`config.mk`:
```
export PLATFORM = sky130hd
export DESIGN_NAME = display_scan_ctrl
export DESIGN_NICKNAME = d
export VERILOG_FILES = /design/src/rtl/display_scan_ctrl.sv
export SDC_FILE = /design/constraint.sdc
export NUM_CORES = 1
export LEC_CHECK = 0
export ABC_AREA = 1
export BUFFER_PORTS_ARGS = -buffer_cell sky130_fd_sc_hd__buf_2
export CAP_MARGIN = 20
export CELL_PAD_IN_SITES_DETAIL_PLACEMENT = 0
export CELL_PAD_IN_SITES_GLOBAL_PLACEMENT = 2
export CORE_MARGIN = 8
export CORE_UTILIZATION = 37
export CTS_BUF_LIST = sky130_fd_sc_hd__clkbuf_4 sky130_fd_sc_hd__clkbuf_8
export DETAILED_ROUTE_END_ITERATION = 10
export PLACE_DENSITY = 0.87
export SLEW_MARGIN = 10
export SYNTH_ARGS = -nofsm -noshare
export SYNTH_HDL_FRONTEND = slang
export SYNTH_SLANG_ARGS = --single-unit
```
`constraint.sdc`:
```
create_clock -name clk -period 4.7 [get_ports clk]
set_input_delay 0.705 -clock clk [delete_from_list [all_inputs] [get_ports clk]]
set_output_delay 0.705 -clock clk [all_outputs]
set_load 0.01 [all_outputs]
```
`src/rtl/display_scan_ctrl.sv`:
```
// Four-digit multiplexed 7-segment scan controller: steps through the digit slots,
// holds a one-cycle dead time per slot and swaps in a new value only at frame boundaries.
module display_scan_ctrl #(
  parameter int SCAN_DIV = 50000,
  parameter bit BLANK_LZ = 1'b1
) (
  input  logic        clk,
  input  logic        rst_n,
  input  logic [15:0] value_in,
  input  logic        load,
  output logic [3:0]  digit,
  output logic [3:0]  anode_n,
  output logic        frame_done
);

  localparam int PW = $clog2(SCAN_DIV);
  localparam logic [PW-1:0] TC_VAL = PW'(SCAN_DIV - 1);

  logic [PW-1:0] presc_q, presc_d;
  logic [1:0]    idx_q, idx_d;
  logic [15:0]   shadow_q, shadow_d;
  logic [15:0]   display_q, display_d;
  logic [3:0]    digit_q, digit_d;
  logic [3:0]    anode_q, anode_d;
  logic          frame_done_q, frame_done_d;
  logic          tc, wrap, blank;

  always_comb begin
    tc           = (presc_q == TC_VAL);
    wrap         = tc && (idx_q == 2'd3);
    presc_d      = tc ? '0 : presc_q + 1'b1;
    idx_d        = tc ? idx_q + 2'd1 : idx_q;
    shadow_d     = load ? value_in : shadow_q;
    // A load coinciding with the wrap goes straight to the display so it is not lost.
    display_d    = display_q;
    if (wrap) display_d = load ? value_in : shadow_q;
    // Outputs are derived from the post-edge state so they line up with presc/idx.
    digit_d      = display_d[{idx_d, 2'b00} +: 4];
    blank        = BLANK_LZ && (idx_d != 2'd0) && ((display_d >> {idx_d, 2'b00}) == 16'h0);
    anode_d      = 4'hF;
    if ((presc_d != '0) && !blank) anode_d = ~(4'b0001 << idx_d);
    frame_done_d = wrap;
  end

  always_ff @(posedge clk) begin
    if (!rst_n) begin
      presc_q      <= '0;
      idx_q        <= 2'd0;
      shadow_q     <= 16'h0;
      display_q    <= 16'h0;
      digit_q      <= 4'h0;
      anode_q      <= 4'hF;
      frame_done_q <= 1'b0;
    end else begin
      presc_q      <= presc_d;
      idx_q        <= idx_d;
      shadow_q     <= shadow_d;
      display_q    <= display_d;
      digit_q      <= digit_d;
      anode_q      <= anode_d;
      frame_done_q <= frame_done_d;
    end
  end

  assign digit      = digit_q;
  assign anode_n    = anode_q;
  assign frame_done = frame_done_q;

endmodule

```
==> results.sh <==
export IMPL_clkLatencyLatePin_ps=340
export IMPL_cts_made_buffers=9
export IMPL_antenna_found_initial=0
export IMPL_drt_vias_per_instance=4.60
export IMPL_avgSynthCellArea_um2=7.15
export IMPL_syn_area_um2=2770
export IMPL_fp_row_count=31
export IMPL_ys_ff_latch=59
export IMPL_crit_type="register to register"
export IMPL_n_fill_cell=781
export IMPL_place_ws_ps=2340
export IMPL_drv_cap=0
export IMPL_slew_headroom_pct=36.6
export IMPL_skew_ps=12.8
export IMPL_maxSlewViolCount=0
export IMPL_synth_warnings=0
export IMPL_synth_area_leaders="dfxtp_1, nor2_1, nand2_1"
export IMPL_worst_pin_slew_ps=950
export IMPL_fin_area_um2=3190
export IMPL_gp_congestion=0.819
export IMPL_grt_use_total_pct=13.7
export IMPL_dieArea_um2=10500
export IMPL_rsz0062_at_grt="false"
export IMPL_period_needed_ps=2230
export IMPL_worstPathMaxFanout=17
export IMPL_ctsHtreeMaxLevel=3
export IMPL_cp_num_buf_inv=0
export IMPL_cp_data_required_time_ps=4900
export IMPL_cts_root_buf="clkbuf_8"
export IMPL_synth_top_cell_by_area="dfxtp_1"
export IMPL_grt_overflow=0
export IMPL_cts_resized_gates=0
export IMPL_max_freq_mhz=449
export IMPL_die_y_um=103
export IMPL_cp_arrival_ps=2430
export IMPL_finalWirelength_mm=6.56
export IMPL_firstDrtPassIters=4
export IMPL_ir_drop_mv=0.175
export IMPL_hold_viol=0
export IMPL_portBuffers=27
export IMPL_hpwl_mm=4.86
export IMPL_ys_seq_area_share_pct=42.6
export IMPL_synthCells=388
export IMPL_grt_pass1_wl_mm=11.2
export IMPL_final_setup_viol_count=0
export IMPL_drt_iter0_drc=99
export IMPL_cts_tree="yes"
export IMPL_finalCritPeriodShare_pct=47.4
export IMPL_grt_pass1_vias=2388
export IMPL_setup_tns_ps=0
export IMPL_synth_top_area_share_pct=42.6
export IMPL_holdCritPathClass="register to register"
export IMPL_clock_path_buffers=2
export IMPL_cp_start_kind="register"
export IMPL_start_util_pct=38.2
export IMPL_synth_ff_type="dfxtp_1"
export IMPL_yosysUniqueCellTypes=33
export IMPL_n_antenna_cell=0
export IMPL_drive_gt1_share_pct=17.5
export IMPL_timing_final_ws_setup_ps=2470
export IMPL_cts_setup_buffers=0
export IMPL_wl_per_cell_um=12.6
export IMPL_cts_sinks=59
export IMPL_top_level_ports=28
export IMPL_area_growth_pct=14.9
export IMPL_ctsHoldBuffers=0
export IMPL_hold_slack_ps=486
export IMPL_critPathMaxStageDelay_ps=380
export IMPL_grt_max_degree=55
export IMPL_nets=438
export IMPL_crit_chain="ha_1 > nand3_2 > nor2_4 > nand3_4 > o21ai_0 > nand2_1 > nand2_1 > nor2_2 > nand2_1 > nor2_2 > nand2_2 > nand4_1"
export IMPL_status="completed"
export IMPL_crit_top_cell="nand2_1"
export IMPL_synthArstFlopShare_pct=0
export IMPL_syn_nets=409
export IMPL_die_x_um=103
export IMPL_core_um2=7250
export IMPL_end_kind="register"
export IMPL_synth_edf_count=0
export IMPL_vias=2395
export IMPL_drtAntennaViolNets=0
export IMPL_p_total_mw=1.03
export IMPL_crit_family="simple AND/OR/NAND/NOR gates"
export IMPL_route_detailed_drc=0
export IMPL_leakage_nw=1.44
export IMPL_slowest_stage="dfxtp_1"
export IMPL_post_dp_cell_area_um2=2990
export IMPL_clk_pin_slew_ps=60
export IMPL_p_per_area_nw_per_um2=323
state kept, by name, indices dropped and copies added (netlist names):
| signal | count |
|---|---|
| digit | 4 |
| presc_q | 16 |
| anode_n | 4 |
| display_q | 16 |
| shadow_q | 16 |
| frame_done | 1 |
| idx_q | 2 |
power breakdown:
part / total (mW) / switching (mW) / internal [mW]
clock network: 0.466 / 0.219 / 0.247
logic: 0.0487 / 0.0310 / 0.0177
registers: 0.515 / 0.00377 / 0.511
total: 1.03 / 0.254 / 0.776
cell usage in the layout, fill, tap and decap left out, drive strengths merged:
cell type   n
a211oi      1
a21oi       4
a31oi       1
and2        1
buf        27
bufinv      1
clkbuf      9
clkinv      4
clkinvlp    2
dfxtp      59
ha          2
inv        45
mux2i       9
nand2      87
nand3      34
nand3b      1
nand4      13
nor2       88
nor3        6
o21ai      18
o21bai      3
o22ai       1
or2         2
xor2        4
path summary, 6_finish.rpt:
path	startpoint	depth (start not counted)	to	slack (ps)
worst min-delay path	display_q[13]$_SDFF_PN0_	2	display_q[13]$_SDFF_PN0_	490
worst max register to register	presc_q[0]$_SDFF_PN0_	12	anode_n[0]$_SDFF_PN1_	2470
worst min register to register	display_q[13]$_SDFF_PN0_	2	display_q[13]$_SDFF_PN0_	490
worst max-delay path	presc_q[0]$_SDFF_PN0_	12	anode_n[0]$_SDFF_PN1_	2470
final cells by class:
cell class	count	area, um2	share of cell area [%]
Timing Repair Buffer	27	135	4.24
Clock inverter	7	76.3	2.39
Tap cell	99	124	3.89
Clock buffer	9	124	3.89
Sequential cell	59	1180	37.1
Inverter	45	170	5.34
Multi-Input combinational cell	275	1380	43.2
per-stage QoR:
stage	instances	utilization, %
floorplan	388	-
global placement	505	41.2
detailed placement	505	41.2
CTS	521	43.9
global route	521	43.9
finish	521	43.9
layer usage:
layer / wire, um / global-route usage (%) / up-vias
li1: - / - / 1299
met1: 3030 / 16.2 / 1047
met2: 3160 / 22.9 / 36
met3: 208 / 3.58 / 13
met4: 157 / 6.21 / 0
met5: 0 / 0 / -
worst min-delay path: stages (launching register included):
cell and delay, ps:
dfxtp_1 310, nand2_2 80, a21oi_1 60
synth_stat cells (5+ instances only):
library cell	n
nor2_1	79
nand2_1	77
dfxtp_1	59
inv_1	40
nand3_1	31
o21ai_0	16
nand4_1	13
mux2i_1	9
nand2_2	8
clkbuf_1	5
nor2_2	5
nor3_1	5
logic make-up after synthesis:
family	after synthesis	synth area share, %
fa+ha+maj	2	0.902
compound gates	28	5.64
simple gates	232	38.6
flops	59	42.6
xor+xnor	4	1.26
buf+inv	54	7.76
mux	9	3.25
Power figures use the tool's default switching activity.
